==> src/rtl/id_ex_hazard_reg_pkg.sv <==
// Shared types and default widths for the ID/EX pipeline register with branch flush and
// load-use bubble insertion.
package id_ex_hazard_reg_pkg;

    localparam int unsigned DEF_DATA_W  = 32;
    localparam int unsigned DEF_RD_W    = 5;
    localparam int unsigned DEF_ALU_W   = 5;
    localparam int unsigned DEF_CNT_W   = 16;
    localparam int unsigned FUNC3_W     = 3;
    localparam int unsigned IMM_FMT_W   = 7;
    localparam int unsigned WB_CTRL_W   = 2;
    // FLUSH_CYCLES is limited to 1..4, so the remaining-kill count never exceeds 3
    localparam int unsigned FLUSH_CNT_W = 2;

    typedef struct packed {
        logic [DEF_DATA_W-1:0] imm;
        logic [DEF_DATA_W-1:0] op1;
        logic [DEF_DATA_W-1:0] op2;
        logic [DEF_ALU_W-1:0]  alu_ctrl;
        logic [DEF_DATA_W-1:0] rout2;
        logic [FUNC3_W-1:0]    func3;
        logic [IMM_FMT_W-1:0]  imm_fmt;
        logic [DEF_RD_W-1:0]   rd;
        logic                  rs1_valid;
        logic                  rs2_valid;
        logic                  we;
        logic [WB_CTRL_W-1:0]  wb_ctrl;
    } payload_t;

    localparam payload_t PAYLOAD_BUBBLE = '0;

    typedef enum logic {
        ST_RUN   = 1'b0,
        ST_FLUSH = 1'b1
    } state_t;

endpackage

==> src/rtl/id_ex_hazard_reg_sat_counter.sv <==
// Saturating up-counter used to count inserted pipeline bubbles.
module sat_counter #(
    parameter int unsigned W = 16
) (
    input  logic         clk,
    input  logic         rst,
    input  logic         inc,
    output logic [W-1:0] count
);

    always_ff @(posedge clk) begin
        if (rst) begin
            count <= '0;
        end else if (inc && (count != '1)) begin
            count <= count + W'(1);
        end
    end

endmodule

==> src/rtl/id_ex_hazard_reg.sv <==
// ID/EX pipeline register: kills ID instructions after a taken branch, inserts load-use
// bubbles, honours EX backpressure and counts every bubble it inserts.
module id_ex_hazard_reg
    import id_ex_hazard_reg_pkg::*;
#(
    parameter int unsigned DATA_W       = DEF_DATA_W,
    parameter int unsigned RD_W         = DEF_RD_W,
    parameter int unsigned ALU_W        = DEF_ALU_W,
    parameter int unsigned FLUSH_CYCLES = 1,
    parameter int unsigned CNT_W        = DEF_CNT_W
) (
    input  logic                 clk,
    input  logic                 rst,
    input  logic                 id_valid,
    output logic                 id_ready,
    input  logic [DATA_W-1:0]    id_imm,
    input  logic [DATA_W-1:0]    id_op1,
    input  logic [DATA_W-1:0]    id_op2,
    input  logic [ALU_W-1:0]     id_alu_ctrl,
    input  logic [DATA_W-1:0]    id_rout2,
    input  logic [FUNC3_W-1:0]   id_func3,
    input  logic [IMM_FMT_W-1:0] id_imm_fmt,
    input  logic [RD_W-1:0]      id_rd,
    input  logic                 id_rs1_valid,
    input  logic                 id_rs2_valid,
    input  logic                 id_we,
    input  logic [WB_CTRL_W-1:0] id_wb_ctrl,
    input  logic                 branch_taken,
    input  logic                 hazard_stall,
    input  logic                 ex_ready,
    output logic                 ex_valid,
    output logic [DATA_W-1:0]    ex_imm,
    output logic [DATA_W-1:0]    ex_op1,
    output logic [DATA_W-1:0]    ex_op2,
    output logic [ALU_W-1:0]     ex_alu_ctrl,
    output logic [DATA_W-1:0]    ex_rout2,
    output logic [FUNC3_W-1:0]   ex_func3,
    output logic [IMM_FMT_W-1:0] ex_imm_fmt,
    output logic [RD_W-1:0]      ex_rd,
    output logic                 ex_rs1_valid,
    output logic                 ex_rs2_valid,
    output logic                 ex_we,
    output logic [WB_CTRL_W-1:0] ex_wb_ctrl,
    output logic [CNT_W-1:0]     bubble_cnt
);

    localparam logic [FLUSH_CNT_W-1:0] FLUSH_INIT = FLUSH_CNT_W'(FLUSH_CYCLES - 1);
    localparam state_t                 BRANCH_ST  = (FLUSH_CYCLES > 1) ? ST_FLUSH : ST_RUN;

    // Same field order as the package payload, sized by this instance's parameters
    typedef struct packed {
        logic [DATA_W-1:0]    imm;
        logic [DATA_W-1:0]    op1;
        logic [DATA_W-1:0]    op2;
        logic [ALU_W-1:0]     alu_ctrl;
        logic [DATA_W-1:0]    rout2;
        logic [FUNC3_W-1:0]   func3;
        logic [IMM_FMT_W-1:0] imm_fmt;
        logic [RD_W-1:0]      rd;
        logic                 rs1_valid;
        logic                 rs2_valid;
        logic                 we;
        logic [WB_CTRL_W-1:0] wb_ctrl;
    } ex_payload_t;

    state_t                 state;
    logic [FLUSH_CNT_W-1:0] flush_cnt;
    ex_payload_t            id_pl;
    ex_payload_t            ex_q;
    logic                   advance;
    logic                   bubble_inc;

    assign id_pl = '{imm: id_imm, op1: id_op1, op2: id_op2, alu_ctrl: id_alu_ctrl,
                     rout2: id_rout2, func3: id_func3, imm_fmt: id_imm_fmt, rd: id_rd,
                     rs1_valid: id_rs1_valid, rs2_valid: id_rs2_valid, we: id_we,
                     wb_ctrl: id_wb_ctrl};

    assign advance = ex_ready || !ex_valid;

    // Deliberately independent of id_valid: acceptance depends only on state and control
    assign id_ready   = !rst && advance && (branch_taken || (state == ST_FLUSH) || !hazard_stall);
    assign bubble_inc = !rst && advance && (branch_taken || (state == ST_FLUSH) || hazard_stall);

    always_ff @(posedge clk) begin
        if (rst) begin
            state     <= ST_RUN;
            flush_cnt <= '0;
            ex_valid  <= 1'b0;
            ex_q      <= '0;
        end else if (advance) begin
            if (branch_taken) begin
                ex_valid  <= 1'b0;
                ex_q      <= '0;
                flush_cnt <= FLUSH_INIT;
                state     <= BRANCH_ST;
            end else if (state == ST_FLUSH) begin
                ex_valid <= 1'b0;
                ex_q     <= '0;
                // Only a real instruction in ID counts as one of the killed slots
                if (id_valid) begin
                    flush_cnt <= flush_cnt - FLUSH_CNT_W'(1);
                    if (flush_cnt == FLUSH_CNT_W'(1)) begin
                        state <= ST_RUN;
                    end
                end
            end else if (hazard_stall) begin
                ex_valid <= 1'b0;
                ex_q     <= '0;
            end else begin
                ex_valid <= id_valid;
                ex_q     <= id_valid ? id_pl : '0;
            end
        end
    end

    assign ex_imm       = ex_q.imm;
    assign ex_op1       = ex_q.op1;
    assign ex_op2       = ex_q.op2;
    assign ex_alu_ctrl  = ex_q.alu_ctrl;
    assign ex_rout2     = ex_q.rout2;
    assign ex_func3     = ex_q.func3;
    assign ex_imm_fmt   = ex_q.imm_fmt;
    assign ex_rd        = ex_q.rd;
    assign ex_rs1_valid = ex_q.rs1_valid;
    assign ex_rs2_valid = ex_q.rs2_valid;
    assign ex_we        = ex_q.we;
    assign ex_wb_ctrl   = ex_q.wb_ctrl;

    sat_counter #(
        .W(CNT_W)
    ) u_bubble_cnt (
        .clk  (clk),
        .rst  (rst),
        .inc  (bubble_inc),
        .count(bubble_cnt)
    );

endmodule

==> config.mk <==
export PLATFORM = sky130hd
export DESIGN_NAME = id_ex_hazard_reg
export DESIGN_NICKNAME = d
export VERILOG_FILES = /design/src/rtl/id_ex_hazard_reg_pkg.sv /design/src/rtl/id_ex_hazard_reg_sat_counter.sv /design/src/rtl/id_ex_hazard_reg.sv
export SDC_FILE = /design/constraint.sdc
export NUM_CORES = 1
export LEC_CHECK = 0
export BUFFER_PORTS_ARGS = -buffer_cell sky130_fd_sc_hd__buf_2
export CORE_AREA = 2 2 130 132
export DETAILED_ROUTE_END_ITERATION = 10
export DIE_AREA = 0 0 132 134
export GPL_TIMING_DRIVEN = 0
export MAX_ROUTING_LAYER = met4
export PLACE_DENSITY = 0.7
export SYNTH_ARGS = -nofsm -noshare
export SYNTH_HDL_FRONTEND = slang
export SYNTH_SLANG_ARGS = --single-unit
==> constraint.sdc <==
create_clock -name clk -period 3.32 [get_ports clk]
set_clock_uncertainty 0.15 [all_clocks]
set_input_delay 0.664 -clock clk [delete_from_list [all_inputs] [get_ports clk]]
set_output_delay 0.664 -clock clk [all_outputs]
set_load 0.005 [all_outputs]
## Word-level counts from Yosys, hierarchy flattened

Cells that the tools add are included.

- Bits in latches: 0
- Bits in writable memories: 0
- Memories: 0
- Input bits: 159
- Register bits after elaboration: 173
- Bits in read-only memories: 0
- Output and inout port bits: 171
- Word-level logic and storage cells: 48

- Shifts and indexed selects: 0
- Reduce and logical (&&, ||, !) cells: 14
- Add/sub/neg operators: 2
- Bitwise operators: 0
- Magnitude comparators: 0
- Muxes and demuxes: 14
- Equal/unequal tests: 2
- Div/mod/pow operators: 0
- $mul: 0

Operator list:

| operator | count |
|---|---|
| $mux W153 | 4 |
| $add A16 B1 Y16 const B | 1 |
| $ne A16 B16 Y1 const B | 1 |
| $mux W1 | 7 |
| $mux W2 | 3 |
| $logic_and A1 B1 Y1 | 4 |
| $logic_or A1 B1 Y1 | 4 |
| $reduce_bool A2 Y1 | 2 |
| $logic_not A1 Y1 | 3 |
| $reduce_and A3 Y1 | 1 |
| $eq A2 B1 Y1 const B | 1 |
| $sub A2 B1 Y2 const B | 1 |

## Logic depth before layout (Yosys ltp)

Gate-level depths: netlist of run 1.

- Depth in word-level cells: 5
- Gate-level depth with buffers: 7

## Modules after synthesis

From an unflattened synthesis of run 1, not the netlist that was laid out.

- Cells, all modules: 466
- Area total of the unflattened synthesis: 5,637.9 µm²

By module, submodules not included:

| module | instances | area each (µm²) | seq. area each (µm²) | cells each |
|---|---|---|---|---|
| id_ex_hazard_reg | 1 | 4,789.6 | 3,143.0 | 367 |
| sat_counter | 1 | 848.3 | 320.3 | 99 |

## Least setup slack after synthesis of run 1

No wires, ideal clock.

- Path type: input -> output
- Start point: input port ex_ready
- End point: output port id_ready
- Arrival time: 1,576 ps
- Setup slack: 930 ps
- Stages on the path: 5
- Cells stage by stage: nor2b_1 -> buf_6 -> clkbuf_1 -> buf_1 -> a211oi_1

- Longest elaborated chain between the ends: 3

RTL lines:

| what | line | source |
|---|---|---|
| from (decl) | id_ex_hazard_reg.sv:30 | `input logic ex_ready,` |
| $logic_or A1 B1 Y1 | id_ex_hazard_reg.sv:78 | `assign advance = ex_ready \|\| !ex_valid;` |
| $logic_and A1 B1 Y1 (2 in a row) | id_ex_hazard_reg.sv:81 | `assign id_ready = !rst && advance && (branch_taken \|\| (state == ST_FLUSH) \|\| !hazard_stall);` |
| to (decl) | id_ex_hazard_reg.sv:15 | `output logic id_ready,` |

Every way passes these cells.

## Final worst setup path of run 1

- Start point: register ex_valid
- End point: output port id_ready

- Longest elaborated chain between the ends: 4

RTL lines:

| what | line | source |
|---|---|---|
| from (decl) | id_ex_hazard_reg.sv:31 | `output logic ex_valid,` |
| from (signal assigned) | id_ex_hazard_reg.sv:110 | `ex_valid <= id_valid;` |
| $logic_not A1 Y1 | id_ex_hazard_reg.sv:78 |  |
| $logic_or A1 B1 Y1 | id_ex_hazard_reg.sv:78 |  |
| $logic_and A1 B1 Y1 (2 in a row) | id_ex_hazard_reg.sv:81 |  |

Every way passes these cells.

==> results.py, run 1 <==
metrics = {
    "run_status": {
        "status": "completed",
    },
    "cts": {
        "cts_buffers": 17,
        "htreeDepth": 4,
        "cts_tree": "yes",
        "cts.sinks": 173,
        "insertion_delay_ns": 0.42,
        "cts_resized": 0,
        "clkTransAtPathRegs_ns": 0.07,
        "clockRootBuffer": "clkbuf_16",
        "hold_buffers": 0,
        "cts_buffer_depth": 2,
        "post_cts_buffers": 0,
    },
    "logic_synthesis": {
        "synth.area.top_cells": "dfxtp_1 58%, a22oi_1 19%, nor2_1 11%",
        "synth_area_sq_mm": 0.00600,
        "yosysTopAreaCell": "dfxtp_1",
        "ys_warn_count": 0,
        "synth-compound-area-share_pct": 20.9,
        "synth_top_area_share_pct": 57.7,
        "synth_edf_count": 0,
        "synth_fa_ha_area_share_pct": 0.417,
        "synth-seq-cells": 173,
        "synth_xor_area_share_pct": 1.46,
        "synth_top_family_by_area": "compound AO/OA/AOI/OAI gates",
        "yosys-mux-area-fraction_pct": 0.500,
        "yosysUniqueCellTypes": 36,
        "synthArstFlopShare_pct": 0,
        "synth_simple_gate_area_share_pct": 15.1,
        "synth_top_flop_cell": "dfxtp_1",
        "seq_area_frac_synth_pct": 57.7,
        "syn_avg_cell_area_sq_um": 9.57,
        "syn_nets": 788,
        "syn_inst": 627,
    },
    "power_and_ir_drop": {
        "power.density_mw_per_mm2": 511,
        "clockPowerShare_pct": 44.2,
        "p_seq_share_pct": 49.1,
        "finalPower_mw": 4.34,
        "power.switching_mw": 1.05,
        "ir_drop_v": 0.000329,
        "pwr-share-comb_pct": 6.7,
        "switching_share_pct": 24.3,
        "p_int_mw": 3.29,
        "leakagePower_nw": 3.95,
    },
    "place": {
        "place.gp.congestion": 0.825,
        "placement.io_buffers": 329,
        "dp_cells": 1176,
        "dp_hpwl_mm": 13.8,
    },
    "final_layout": {
        "fin_nets": 1136,
        "area_growth_pct": 41.4,
        "drive_gt1_share_pct": 38.2,
        "final_cells": 1208,
        "final_cell_mix": "339 x buf_2, 173 x dfxtp_1, 171 x nor2_1, 154 x a22oi_1, 43 x clkbuf_1",
        "final_common_cell": "buf_2",
        "fin_util_pct": 52.1,
        "insertedDiodeCount": 0,
    },
    "routing": {
        "remaining_drc_errors": 0,
        "drt_iter0_drc": 346,
        "wire_per_inst_um": 15.4,
        "antenna_left": 0,
        "vias_per_cell": 5.00,
        "routed_wl_mm": 18.6,
        "dr.pass1.iters": 5,
        "vias": 6044,
    },
    "global_routing": {
        "grt.total_usage_pct": 21.1,
        "overflow": 0,
        "grt_max_degree": 17,
        "antenna_found_initial": 0,
        "grt_pass1_vias": 5720,
        "grt_pass1_wl_mm": 28.9,
    },
    "hold_path": {
        "min_path_type": "in2reg",
    },
    "timing": {
        "period_share_pct": 94.6,
        "maxSlewViolCount": 0,
        "setup_viol": 0,
        "rsz0062_at_grt": "false",
        "min_period_ns": 3.14,
        "setup_tns_ns": 0,
        "hold_viol": 0,
        "fmax_ghz": 0.318,
        "slew_headroom_pct": 51.7,
        "worst_pin_slew_ns": 0.725,
    },
    "run": {
        "maxCapViolCount": 0,
    },
    "worst_setup_path": {
        "crit_fanout": 10,
        "worstPathRequired_ns": 2.51,
        "cp_data_arrival_time_ns": 2.33,
        "crit_type": "reg2out",
        "startpoint_type": "register",
        "endpoint_kind": "output port",
    },
    "die": {
        "rows": 47,
        "core_sq_mm": 0.0163,
        "fp.dieW_um": 132,
        "start_util_pct": 36.8,
        "fp.dieH_um": 134,
        "dieArea_sq_mm": 0.0177,
        "io_pins": 330,
    },
}
-- per-layer routing --
layer | global-route usage (%) | up-vias | share of wire, %
li1 | - | 2930 | -
met1 | 25.7 | 2837 | 44
met2 | 33.7 | 245 | 48
met3 | 5.40 | 32 | 6.1
met4 | 7.91 | 0 | 2.3
met5 | - | - | 0
-- cell families after synthesis --
| kind of cell | count (synthesis) |
|---|---|
| buffers and inverters | 58 |
| and+or+nand+nor | 213 |
| xor gates and xnor gates | 10 |
| AOI/OAI and AO/OA | 168 |
| muxes | 3 |
| DFF | 173 |
| adders and majority gates | 2 |
-- final timing paths --
path	slack, ns	endpoint	cells past startpoint	start
max	0.18	id_ready	6	ex_valid$_SDFFE_PP0P_
min	0.32	ex_imm[27]$_SDFFE_PP0P_	3	id_imm[27]
max reg2reg	1.03	ex_rout2[18]$_SDFFE_PP0P_	7	state$_SDFFE_PP0P_
min reg2reg	0.35	u_bubble_cnt.count[15]$_SDFFE_PP0P_	1	u_bubble_cnt.count[15]$_SDFFE_PP0P_
-- area by class of cell --
class                   instances  area (sq um)
inverters                       3          11.3
clock inverters                14           133
clock buffers                  18           429
plain buffers                  55           226
multi-input cells             396          2300
flip-flops and latches        173          3460
well taps                     220           275
repair buffers                329          1650
fillers                      1546          7800
-- synth_stat cells (2+ instances only) --
| cell | n |
|---|---|
| a21oi_1 | 4 |
| a22oi_1 | 154 |
| and3_1 | 4 |
| and4_1 | 2 |
| buf_1 | 2 |
| buf_2 | 10 |
| clkbuf_1 | 42 |
| dfxtp_1 | 173 |
| ha_1 | 2 |
| inv_1 | 3 |
| mux2i_1 | 3 |
| nand2_1 | 6 |
| nand3_1 | 6 |
| nand4_1 | 3 |
| nor2_1 | 171 |
| nor2b_1 | 2 |
| nor3_1 | 3 |
| nor3_2 | 2 |
| nor3b_1 | 2 |
| nor4_1 | 5 |
| o21ai_0 | 3 |
| o31ai_1 | 2 |
| or3_1 | 2 |
| xnor2_1 | 7 |
| xor2_1 | 3 |
-- metrics by stage --
| step | setup slack (ns) | hold slack, ns | area, sq um |
|---|---|---|---|
| floorplan | 0.930 | 0.314 | 6000 |
| global placement | 0.174 | 0.332 | 7920 |
| detailed placement | 0.194 | 0.332 | 7920 |
| CTS | 0.157 | 0.300 | 8480 |
| global route | 0.0389 | 0.319 | 8480 |
| finish | 0.180 | 0.319 | 8480 |
-- power by group through the flow --
stage / logic (mW) / clock network, mW / registers (mW)
after floorplan: 0.114 / 0 / 2.18
after global placement: 0.289 / 0 / 2.18
after detailed placement: 0.291 / 0 / 2.18
after CTS: 0.293 / 1.96 / 2.13
after global routing: 0.323 / 2.05 / 2.13
final: 0.290 / 1.92 / 2.13
-- sequential cells by signal, indices dropped and copies added (netlist names) --
| register | flops |
|---|---|
| ex_op2 | 32 |
| ex_imm_fmt | 7 |
| ex_wb_ctrl | 2 |
| u_bubble_cnt.count | 16 |
| ex_rd | 5 |
| ex_rs1_valid | 1 |
| ex_op1 | 32 |
| ex_alu_ctrl | 5 |
| ex_imm | 32 |
| state | 1 |
| ex_func3 | 3 |
| ex_rout2 | 32 |
| ex_valid | 1 |
| ex_rs2_valid | 1 |
| flush_cnt | 2 |
| ex_we | 1 |
-- critical path, stage by stage (launching register included) --
cell and delay (ns):
dfxtp_1 0.32, nor2b_1 0.15, buf_6 0.15, clkbuf_1 0.45, buf_1 0.53, a211oi_1 0.14
buf_2 0.17
(Power assumes the default switching activity.)
==> inputs of run 2 (changes only) <==
CELL_PAD_IN_SITES_DETAIL_PLACEMENT = 1   (was default)
CELL_PAD_IN_SITES_GLOBAL_PLACEMENT = 2   (was default)
CORE_AREA = 2 2 132 185   (was 2 2 130 132)
DIE_AREA = 0 0 134 187   (was 0 0 132 134)
PLACE_DENSITY = 0.85   (was 0.7)
SETUP_SLACK_MARGIN = 0.02   (was default)
==> results.py, run 2 (synthesis gave the netlist of run 1 again) <==
metrics = {
    "final_layout": {
        "final_cell_mix": "340 x buf_2, 173 x dfxtp_1, 171 x nor2_1, 154 x a22oi_1, 46 x clkbuf_1",
        "final_common_cell": "buf_2",
        "final_cells": 1298,
        "stdcell_area_sq_mm": 0.00860,
        "fin_nets": 1136,
        "drive_gt1_share_pct": 37.8,
        "area_growth_pct": 43.3,
    },
    "cts": {
        "cts_buffer_depth": 2,
        "cts_buffers": 17,
        "cts.sinks": 173,
        "htreeDepth": 4,
        "clockRootBuffer": "clkbuf_16",
        "insertion_delay_ns": 0.44,
        "post_cts_buffers": 0,
        "cts_tree": "yes",
        "clkTransAtPathRegs_ns": 0.07,
    },
    "power_and_ir_drop": {
        "clockPowerShare_pct": 44.6,
        "power.switching_mw": 1.01,
        "p_seq_share_pct": 48.6,
        "ir_drop_v": 0.000370,
        "finalPower_mw": 4.39,
        "switching_share_pct": 23.0,
        "p_int_mw": 3.38,
        "pwr-share-comb_pct": 6.8,
        "leakagePower_nw": 3.96,
        "power.density_mw_per_mm2": 510,
    },
    "die": {
        "io_pins": 330,
        "core_sq_mm": 0.0236,
        "fp.dieH_um": 187,
        "start_util_pct": 25.5,
        "dieArea_sq_mm": 0.0251,
        "rows": 67,
        "fp.dieW_um": 134,
    },
    "worst_setup_path": {
        "cp_data_arrival_time_ns": 2.23,
        "crit_chain": "nor2b_1 > buf_6 > clkbuf_1 > buf_2 > a211oi_1 > buf_2",
        "crit_type": "reg2out",
        "startpoint_type": "register",
        "slowest_delay_ns": 0.50,
        "crit_top_cell": "buf_2",
        "slowest_stage": "clkbuf_1",
        "endpoint_kind": "output port",
        "crit_fanout": 10,
        "worstPathRequired_ns": 2.51,
    },
    "routing": {
        "vias_per_cell": 4.74,
        "routed_wl_mm": 23.1,
        "drt_iter0_drc": 258,
        "dr.pass1.iters": 4,
        "vias": 6156,
        "remaining_drc_errors": 0,
        "antenna_left": 0,
        "wire_per_inst_um": 17.8,
    },
    "place": {
        "dp_hpwl_mm": 17.7,
        "post_dp_cell_area_sq_mm": 0.00804,
        "placement.io_buffers": 329,
        "dp_cells": 1266,
        "dp_slack_ns": 0.0620,
        "place.gp.congestion": 0.816,
    },
    "global_routing": {
        "grt_max_degree": 17,
        "antenna_found_initial": 2,
        "grt_pass1_wl_mm": 35.6,
        "overflow": 0,
        "grt.total_usage_pct": 18.9,
        "grt_pass1_vias": 6522,
    },
    "timing": {
        "layout_setup_ws_ns": 0.273,
        "rsz0062_at_grt": "false",
        "hold_viol": 0,
        "slew_headroom_pct": 45.8,
        "period_share_pct": 91.8,
        "fmax_ghz": 0.328,
        "setup_viol": 0,
        "maxSlewViolCount": 0,
        "min_period_ns": 3.05,
        "worst_pin_slew_ns": 0.813,
        "setup_tns_ns": 0,
    },
    "run": {
        "maxCapViolCount": 0,
    },
    "run_status": {
        "status": "completed",
    },
    "hold_path": {
        "min_path_type": "in2reg",
    },
}
## run 2: cell types whose count changed in the layout (fill, tap and decap cells not counted), sizes merged
cell      change
diode         +2
bufinv        +1
inv           -5
clkinvlp      -1
clkinv        -2
clkbuf        +5
## run 2: worst paths after layout
check	slack [ns]	from	depth (start not counted)	to
worst max-delay path	0.27	ex_valid$_SDFFE_PP0P_	6	id_ready
worst min-delay path	0.30	id_wb_ctrl[0]	3	ex_wb_ctrl[0]$_SDFFE_PP0P_
worst max register to register	0.96	state$_SDFFE_PP0P_	7	ex_op1[7]$_SDFFE_PP0P_
worst min register to register	0.35	u_bubble_cnt.count[15]$_SDFFE_PP0P_	1	u_bubble_cnt.count[15]$_SDFFE_PP0P_
## run 2: repair_timing
action / in CTS / in global routing
hold buffers: 0 / 0
setup endpoints to repair: 1 / 0
gates resized for setup: 1 / 0
## run 2: metrics by stage
stage,util (%),hold slack [ns]
after floorplan,-,0.314
after global placement,34.1,0.329
after detailed placement,34.1,0.334
after CTS,36.5,0.285
after global routing,36.5,0.302
final,36.5,0.305
## run 2: area by class of cell
class	instances	area (sq um)
fill	2907	15000
sequential	173	3460
multi-input combinational	396	2300
timing repair buffer	329	1650
clock buffer	23	468
tap	310	388
buffer	55	228
clock inverter	7	90.1
inverter	3	11.3
antenna	2	5.00
## run 2: routing by layer
metal | GRT usage, % | part of all wire, %
met5 | - | 0
met1 | 20.3 | 40
met3 | 4.09 | 4.3
met2 | 33.1 | 52
met4 | 8.59 | 4.0
## run 2: power groups by stage
stage	Clock (mW)	Combinational, mW	Sequential [mW]
finish	1.96	0.300	2.13
global route	2.10	0.336	2.13
CTS	2.02	0.307	2.13
detailed placement	0	0.305	2.18
global placement	0	0.301	2.18
floorplan	0	0.114	2.18
## run 2: worst max-delay path: cells and delay by family (launching register included)
family                 cells  cell delay (ns)
buffers and inverters      4             1.21
flip-flops                 1             0.32
AND/OR/NAND/NOR            1             0.16
AO/OA/AOI/OAI              1             0.10
